**config.mk**
```make
export PLATFORM = sky130hd
export DESIGN_NAME = if_fetch
export DESIGN_NICKNAME = d
export VERILOG_FILES = /design/src/rtl/if_fetch.sv
export SDC_FILE = /design/constraint.sdc
export NUM_CORES = 2
export LEC_CHECK = 0
export CELL_PAD_IN_SITES_DETAIL_PLACEMENT = 0
export CELL_PAD_IN_SITES_GLOBAL_PLACEMENT = 2
export CORE_MARGIN = 2
export CORE_UTILIZATION = 41
export CTS_CLUSTER_DIAMETER = 60
export DETAILED_ROUTE_END_ITERATION = 7
export GPL_ROUTABILITY_DRIVEN = 0
export PLACE_DENSITY_LB_ADDON = 0.3
export RECOVER_POWER = 50
export SYNTH_ARGS = -nofsm -noshare
export SYNTH_HDL_FRONTEND = slang
export SYNTH_SLANG_ARGS = --single-unit
```
**constraint.sdc**
```tcl
create_clock -name clk -period 4.73 [get_ports clk]
set_input_delay 0.946 -clock clk [delete_from_list [all_inputs] [get_ports clk]]
set_output_delay 0.946 -clock clk [all_outputs]
set_load 0.02 [all_outputs]
```
**src/rtl/if_fetch.sv**
```systemverilog
// Instruction-fetch stage: PC register, direct-mapped one-word-line I-cache and a
// single-outstanding refill handshake, producing a registered IF/ID bundle or a bubble.
module if_fetch #(
    parameter int unsigned ICACHE_LINES = 64,
    parameter logic [31:0] RESET_PC     = 32'h0000_0000
) (
    input  logic        clk,
    input  logic        rst,
    input  logic        stall_i,
    input  logic        jmp_i,
    input  logic [31:0] jmp_addr_i,
    output logic        mem_req_o,
    output logic [31:0] mem_addr_o,
    input  logic        mem_done_i,
    input  logic [31:0] mem_inst_i,
    output logic [31:0] pc_o,
    output logic [31:0] npc_o,
    output logic [31:0] inst_o,
    output logic [31:0] pred_o
);
    localparam int unsigned IdxW = $clog2(ICACHE_LINES);
    localparam int unsigned TagW = 30 - IdxW;

    typedef enum logic [1:0] {StIdle, StMiss, StDrain} state_e;

    state_e            state_q, state_d;
    logic [31:0]       pc_q, pc_d;
    logic [31:0]       addr_q, addr_d;
    logic              req_q, req_d;
    logic [31:0]       out_pc_q, out_pc_d;
    logic [31:0]       out_npc_q, out_npc_d;
    logic [31:0]       out_inst_q, out_inst_d;

    logic [ICACHE_LINES-1:0] valid_q;
    logic [TagW-1:0]         tag_q  [ICACHE_LINES];
    logic [31:0]             data_q [ICACHE_LINES];

    logic [IdxW-1:0] lk_idx, fill_idx;
    logic [TagW-1:0] lk_tag, fill_tag;
    logic            hit, fill_en;
    logic [31:0]     pc_inc;

    assign lk_idx   = pc_q[IdxW+1:2];
    assign lk_tag   = pc_q[31:IdxW+2];
    assign hit      = valid_q[lk_idx] && (tag_q[lk_idx] == lk_tag);
    assign pc_inc   = pc_q + 32'd4;
    // The refill target is the latched request address, which may differ from pc_q in drain.
    assign fill_en  = req_q & mem_done_i;
    assign fill_idx = addr_q[IdxW+1:2];
    assign fill_tag = addr_q[31:IdxW+2];

    always_comb begin
        state_d    = state_q;
        pc_d       = pc_q;
        addr_d     = addr_q;
        req_d      = req_q;
        out_pc_d   = out_pc_q;
        out_npc_d  = out_npc_q;
        out_inst_d = out_inst_q;

        if (fill_en) begin
            req_d   = 1'b0;
            state_d = StIdle;
        end

        if (jmp_i) begin
            pc_d       = jmp_addr_i & ~32'd3;
            out_pc_d   = 32'd0;
            out_npc_d  = 32'd0;
            out_inst_d = 32'd0;
            if (state_q == StMiss && !fill_en) begin
                state_d = StDrain;
            end
        end else if (!stall_i) begin
            out_pc_d   = 32'd0;
            out_npc_d  = 32'd0;
            out_inst_d = 32'd0;
            unique case (state_q)
                StIdle: begin
                    if (hit) begin
                        out_pc_d   = pc_q;
                        out_npc_d  = pc_inc;
                        out_inst_d = data_q[lk_idx];
                        pc_d       = pc_inc;
                    end else begin
                        req_d   = 1'b1;
                        addr_d  = pc_q;
                        state_d = StMiss;
                    end
                end
                StMiss: begin
                    if (fill_en) begin
                        out_pc_d   = pc_q;
                        out_npc_d  = pc_inc;
                        out_inst_d = mem_inst_i;
                        pc_d       = pc_inc;
                    end
                end
                StDrain: ;
                default: state_d = StIdle;
            endcase
        end
    end

    always_ff @(posedge clk or negedge rst) begin
        if (!rst) begin
            state_q    <= StIdle;
            pc_q       <= RESET_PC;
            addr_q     <= 32'd0;
            req_q      <= 1'b0;
            out_pc_q   <= 32'd0;
            out_npc_q  <= 32'd0;
            out_inst_q <= 32'd0;
            valid_q    <= '0;
        end else begin
            state_q    <= state_d;
            pc_q       <= pc_d;
            addr_q     <= addr_d;
            req_q      <= req_d;
            out_pc_q   <= out_pc_d;
            out_npc_q  <= out_npc_d;
            out_inst_q <= out_inst_d;
            if (fill_en) begin
                valid_q[fill_idx] <= 1'b1;
            end
        end
    end

    always_ff @(posedge clk) begin
        if (fill_en) begin
            tag_q[fill_idx]  <= fill_tag;
            data_q[fill_idx] <= mem_inst_i;
        end
    end

    assign mem_req_o  = req_q;
    assign mem_addr_o = addr_q;
    assign pc_o       = out_pc_q;
    assign npc_o      = out_npc_q;
    assign inst_o     = out_inst_q;
    assign pred_o     = out_npc_q;
endmodule

```
# After elaboration in Yosys (flattened, before gate mapping)
# Memory sizes are Yosys's and may differ from the RTL's.
# Index checks and enable logic that the tools add are counted.
dict set report word_totals {
  ff_bits 227
  mem_bits_rw 3584
  inputBits 69
  output_inout_bits 161
  wordCells 71
  mem_count 2
}
# name depth width read_ports rd_ports_with_merged_regs write_ports line
set memory_table {}
lappend memory_table {data_q 64 32 1 0 1 36} ;# logic [31:0] data_q [ICACHE_LINES];
lappend memory_table {tag_q 64 24 1 0 1 35} ;# logic [TagW-1:0] tag_q [ICACHE_LINES];
dict set report classes {
  addsub 1
  order_cmp 3
  n_eq_ne 6
  muxes 37
  bitwise_logic 5
  n_reduce_logical 9
}
# op count
set ops {}
lappend ops {{32-bit 2-to-1 mux} 16}
lappend ops {{32-bit one-hot mux with 2 select lines} 4}
lappend ops {{64-bit bitwise OR} 1}
lappend ops {{32-bit by 3-bit adder with 32-bit output (second input constant)} 1}
lappend ops {{24-bit equality test} 1}
lappend ops {{6-bit by 7-bit less-than comparator with 1-bit output (second input constant)} 2}
lappend ops {{2-bit 2-to-1 mux} 5}
lappend ops {{1-bit 2-to-1 mux} 9}
lappend ops {{4-bit AND reduction} 2}
lappend ops {{1-bit binary-select mux with 6-bit select} 1}
lappend ops {{1-bit demux with 6-bit select} 1}
lappend ops {{6-bit by 1-bit >= comparator with 1-bit output (second input constant)} 1}
lappend ops {{3-bit != test (second input constant)} 2}
lappend ops {{2-bit one-hot mux with 2 select lines} 1}
lappend ops {{1-bit logical AND} 3}
lappend ops {{1-bit NOT} 3}
lappend ops {{3-bit nonzero test} 1}
lappend ops {{2-bit by 1-bit equality test with 1-bit output (second input constant)} 1}
lappend ops {{2-bit equality test (second input constant)} 1}
lappend ops {{2-bit logical NOT} 1}
lappend ops {{2-bit by 1-bit != test with 1-bit output (second input constant)} 1}
lappend ops {{2-bit OR reduction} 1}
lappend ops {{1-bit AND} 1}
lappend ops {{1-bit logical NOT} 1}

# Longest topological paths before layout
dict set report depth {
  word_depth 7
  ltp_mapped 19
  mapped_depth_nobuf 11
}

# Least setup slack after synthesis
# OpenSTA, ideal clock, no wires.
dict set report synth_timing {
  kind {reg2reg}
  from {reg pc_q[2]}
  to {reg out_inst_q[22], in the netlist inst_o[22]}
  setup_time_ns 0.124
  t_arrival_ns 4.350
  required_ns 4.606
  slack_ns 0.256
  path_stages_with_launch 16
  path_buffers 10
  synth_period_minus_slack_ns 4.474
  path_cell_list {dfrtp_1 buf_6 buf_6 buf_4 buf_6 buf_6 buf_4 buf_4 clkbuf_1 buf_1 buf_2 mux4_2 mux4_2 mux4_2 nand4_1 nand2_1}
}
dict set report synth_between {
  elab_chain_len 7
  elab_cells_between_ends 10
  cone_classes {eq/ne (1); mux (6); reduce/logical (1); memory (2)}
}
# item line
set synth_rtl {}
lappend synth_rtl {{start, declared} 27} ;# logic [31:0] pc_q, pc_d;
lappend synth_rtl {{start signal, assigned} 117} ;# pc_q <= pc_d;
lappend synth_rtl {{memory read 64 x 24 bit or 1-bit binary-select mux with 6-bit select (tied branches)} n/a}
lappend synth_rtl {{24-bit equality test or 1-bit 2-to-1 mux (tied branches)} 45} ;# assign hit = valid_q[lk_idx] && (tag_q[lk_idx] == lk_tag);
lappend synth_rtl {{1-bit logical AND} 45}
lappend synth_rtl {{32-bit 2-to-1 mux *} 80} ;# if (hit) begin
lappend synth_rtl {{32-bit one-hot mux with 2 select lines *} 78} ;# unique case (state_q)
lappend synth_rtl {{32-bit 2-to-1 mux *} 74} ;# end else if (!stall_i) begin
lappend synth_rtl {{32-bit 2-to-1 mux *} 66} ;# if (jmp_i) begin
lappend synth_rtl {{end signal, assigned} 122} ;# out_inst_q <= out_inst_d;
lappend synth_rtl {{end, declared} 32} ;# logic [31:0] out_inst_q, out_inst_d;
# Every way passes the cells marked *; elsewhere a longest branch is shown, timed or not. The select of a mux whose other input is x is not followed.
# A chain may end at the register's enable or synchronous reset.

# Worst setup path after layout
dict set report layout_timing {
  from {reg pc_q[3]}
  to {reg addr_q[18], in the netlist mem_addr_o[18]}
}
dict set report layout_between {
  elab_chain_len 5
  elab_cells_between_ends 7
  cone_classes {eq/ne (1); mux (2); bitwise (1); reduce/logical (2); memory (1)}
}
# item line
set layout_rtl {}
lappend layout_rtl {{memory read 64 x 24 bit or 1-bit binary-select mux with 6-bit select (tied branches)} n/a}
lappend layout_rtl {{24-bit equality test or 1-bit 2-to-1 mux (tied branches)} 45}
lappend layout_rtl {{1-bit logical AND *} 45}
lappend layout_rtl {{1-bit NOT (no line) *} n/a}
lappend layout_rtl {{4-bit AND reduction (no line) *} n/a}
lappend layout_rtl {{end signal, assigned} 118} ;# addr_q <= addr_d;
lappend layout_rtl {{end, declared} 28} ;# logic [31:0] addr_q, addr_d;
# Marked as above.

==> impl_metrics.env <==
export IMPL_status="complete, but fails checks"
export IMPL_failed_checks="max-capacitance violations, max-slew violations"
export IMPL_hold_viol=0
export IMPL_clock_skew_ns=0.0763
export IMPL_synth_edf_count=3584
export IMPL_ys_warn_count=0
export IMPL_fp_dieW_um=602
export IMPL_grt_pass1_vias=74100
export IMPL_nNetsFinal=7343
export IMPL_min_period_over_period=0.990
export IMPL_crit_type="flop to flop"
export IMPL_dp_hpwl_um=248000
export IMPL_multi_input_area_mm2=0.0321
export IMPL_ir_worst_vdd_uv=326
export IMPL_powerDensity_mw_per_mm2=549
export IMPL_cts_sinks=3804
export IMPL_seqPwrFrac=0.442
export IMPL_worst_slack_ns=0.0470
export IMPL_vias=75200
export IMPL_numPortBuffers=225
export IMPL_routed_wl_um=451000
export IMPL_ys_flop_type="edfxtp_1"
export IMPL_syn_area_per_cell_um2=22.4
export IMPL_seqCellArea_mm2=0.113
export IMPL_cts_clk_slew_worst_paths_ns=0.06
export IMPL_row_count=219
export IMPL_clockBufferDepth=4
export IMPL_via_per_inst=6.08
export IMPL_setup_violations=0
export IMPL_min_period_ns=4.68
export IMPL_core_mm2=0.356
export IMPL_switching_share=0.285
export IMPL_fmax_mhz=214
export IMPL_syn_inst=6563
export IMPL_synth_top_area_share=0.734
export IMPL_min_from="valid_q[21]$_DFFE_PN0P_"
export IMPL_arrival_ns=5.49
export IMPL_place_inst=11600
export IMPL_tightest_slew_ns=3.31
export IMPL_grt_max_degree=146
export IMPL_synth_top_cell_by_area="edfxtp_1"
export IMPL_layout_drive_gt1_share=0.305
export IMPL_cts_htree_levels=5
export IMPL_drtIter0Drc=10500
export IMPL_netlist_top_cells_area="edfxtp_1 (73%), mux4_2 (16%), dfrtp_1 (3.8%), mux2i_1 (0.87%), a22oi_1 (0.59%)"
export IMPL_grt_ovfl_total=0
export IMPL_synth_common_cells="edfxtp_1 (3,584), mux4_2 (1,022), clkbuf_1 (229), dfrtp_1 (220), nand2_1 (190)"
export IMPL_areaGrowthSynthToFinish_pct=17.6
export IMPL_wl_per_cell_um=36.5
export IMPL_r2r_start="pc_q[3]$_DFFE_PN0P_"
export IMPL_worst_setup_path_end_kind="flop"
export IMPL_synth_seq_area_share=0.771
export IMPL_ios=230
export IMPL_power_frac_clock=0.338
export IMPL_relSlewSlack=-1.21
export IMPL_switchingPower_mw=27.0
export IMPL_drt_pass1_iterations=5
export IMPL_ys_ff_latch=3804
export IMPL_async_reset_ff_frac=0.0578
export IMPL_clockRootBuffer="clkbuf_16"
export IMPL_fp_dieArea_mm2=0.363
export IMPL_drc=0
export IMPL_intPower_mw=67.8
export IMPL_synthMostInstantiatedCell="edfxtp_1"
export IMPL_grtUsageTotal=0.245
export IMPL_cts_buffers_inserted=408
export IMPL_mappedNetlistArea_mm2=0.147
export IMPL_cts_tree="done"
export IMPL_ys_types=69
export IMPL_initial_core_util=0.412
export IMPL_hp_class="flop to flop"
export IMPL_power_leakage_nw=55.6
export IMPL_grt_pass1_wl_um=615000
export IMPL_cp_required_ns=5.53
export IMPL_cp_startpoint="pc_q[3]$_DFFE_PN0P_"
export IMPL_ant_nets=0
export IMPL_clock_latency_ns=0.97
export IMPL_die_height_um=602
export IMPL_crit_path_start_kind="flop"
export IMPL_place_ws_ns=-0.699
export IMPL_p_comb_frac=0.220
export IMPL_n_fill_cell=28700
export IMPL_maxCapViolCount=47
export IMPL_antenna_found_initial=19
export IMPL_maxSlewViolCount=2874
export IMPL_fin_cells=12400
export IMPL_worstPathMaxFanout=17
-- area by class of cell --
type                            instances  area share
Inverter                               39    0.000936
Clock inverter                        245      0.0148
Multi-Input combinational cell       2312       0.186
Timing Repair Buffer                  705      0.0444
Antenna cell                           12    0.000174
Clock buffer                          502      0.0632
Sequential cell                      3804       0.656
Tap cell                             4751      0.0345
-- state kept, by name, indices dropped and copies added, names as in the netlist --
signal      count
mem_addr_o     30
pc_q           30
inst_o         32
pc_o           31
state_q         2
valid_q        64
npc_o          30
data_q       2048
mem_req_o       1
tag_q        1536
-- through the flow --
stage / setup TNS, ns / hold WS [ns] / util / cell area [um^2] / power [mW]
final: 0 / 0.463 / 0.485 / 173000 / 94.8
after global routing: -0.000461 / 0.478 / 0.485 / 172000 / 97.7
after CTS: 0 / 0.0505 / 0.484 / 172000 / 95.0
after detailed placement: -76.15 / 0.447 / 0.446 / 159000 / 62.9
after global placement: -85.23 / 0.446 / 0.446 / 159000 / 62.7
after floorplan: 0 / 0.434 / - / 147000 / 54.1
-- logic make-up (layout without fill, tap and decap cells) --
logic type / Yosys count / after routing / synth area share
XOR/XNOR: 41 / 41 / 0.00245
AO/OA/AOI/OAI: 424 / 424 / 0.0202
multiplexers: 1214 / 1214 / 0.171
other: 1 / 14 / 0.0000256
flip-flops: 3804 / 3804 / 0.771
adder cells (fa/ha/maj): 4 / 4 / 0.000341
buffers and inverters: 448 / 1491 / 0.0144
AND/OR/NAND/NOR: 627 / 627 / 0.0210
-- path summary, 6_finish.rpt --
path | to | slack (ns) | depth (start not counted)
worst max-delay path | mem_addr_o[18]$_DFFE_PN0P_ | 0.05 | 18
worst min-delay path | valid_q[21]$_DFFE_PN0P_ | 0.46 | 1
worst max register to register | mem_addr_o[18]$_DFFE_PN0P_ | 0.05 | 18
worst min register to register | valid_q[21]$_DFFE_PN0P_ | 0.46 | 1
max in group asynchronous | mem_addr_o[24]$_DFFE_PN0P_ | 0.75 | 2
min in group asynchronous | mem_addr_o[28]$_DFFE_PN0P_ | 0.90 | 1
-- critical path: stages, from the launching register on --
cell and delay [ns]:
dfrtp_4 0.53, buf_12 0.17, buf_4 0.16, buf_4 0.15, nor2b_2 0.21, buf_4 0.20, buf_12 0.11, a22oi_1 0.07
and3_1 0.20, a2111oi_0 0.43, buf_4 0.18, or3_1 0.10, nand4b_1 0.23, or4_4 0.62, nor4_4 0.35, buf_4 0.21
nor2_4 0.05, buf_12 0.18, mux2_1 0.35
-- power by group through the flow --
| stage | Combinational [mW] | Clock (mW) | Sequential [mW] |
|---|---|---|---|
| floorplan | 12.3 | 0 | 41.8 |
| global placement | 20.4 | 0 | 42.3 |
| detailed placement | 20.4 | 0 | 42.5 |
| CTS | 20.8 | 32.5 | 41.7 |
| global route | 21.8 | 33.8 | 42.1 |
| finish | 20.9 | 32.1 | 41.8 |
-- placed cells by master, fill, tap and decap left out, drive strengths merged, types with 13 or more instances in the layout --
master,instances
a211oi,13
a21oi,49
a221oi,18
a22oi,115
and3,15
buf,448
bufinv,42
clkbuf,565
clkdlybuf4s50,190
clkinv,163
clkinvlp,27
dfrtp,220
edfxtp,3584
inv,52
mux2,65
mux2i,127
mux4,1022
nand2,190
nand3,71
nand4,48
nor2,128
nor2b,14
nor3,33
o211ai,23
o21ai,73
o221ai,23
o22ai,24
o31ai,14
or2,69
xnor2,41
-- timing repair --
| action | 4_1_cts | 5_1_grt |
|---|---|---|
| gates cloned | 2 | 5 |
| endpoints found under the setup margin | 155 | 108 |
| pin swaps | 3 | 5 |
| hold buffers | 0 | 0 |
| resized for setup | 17 | 29 |
| buffers inserted | 10 | 20 |
-- metal layers --
layer,track usage,share of wire,wire length (um)
met1,0.352,0.41,184000
met5,0,0.000089,40
met3,0.0375,0.085,38400
met4,0.0612,0.027,12100
met2,0.395,0.48,216000
No activity file was read; power rests on OpenSTA's default activity.
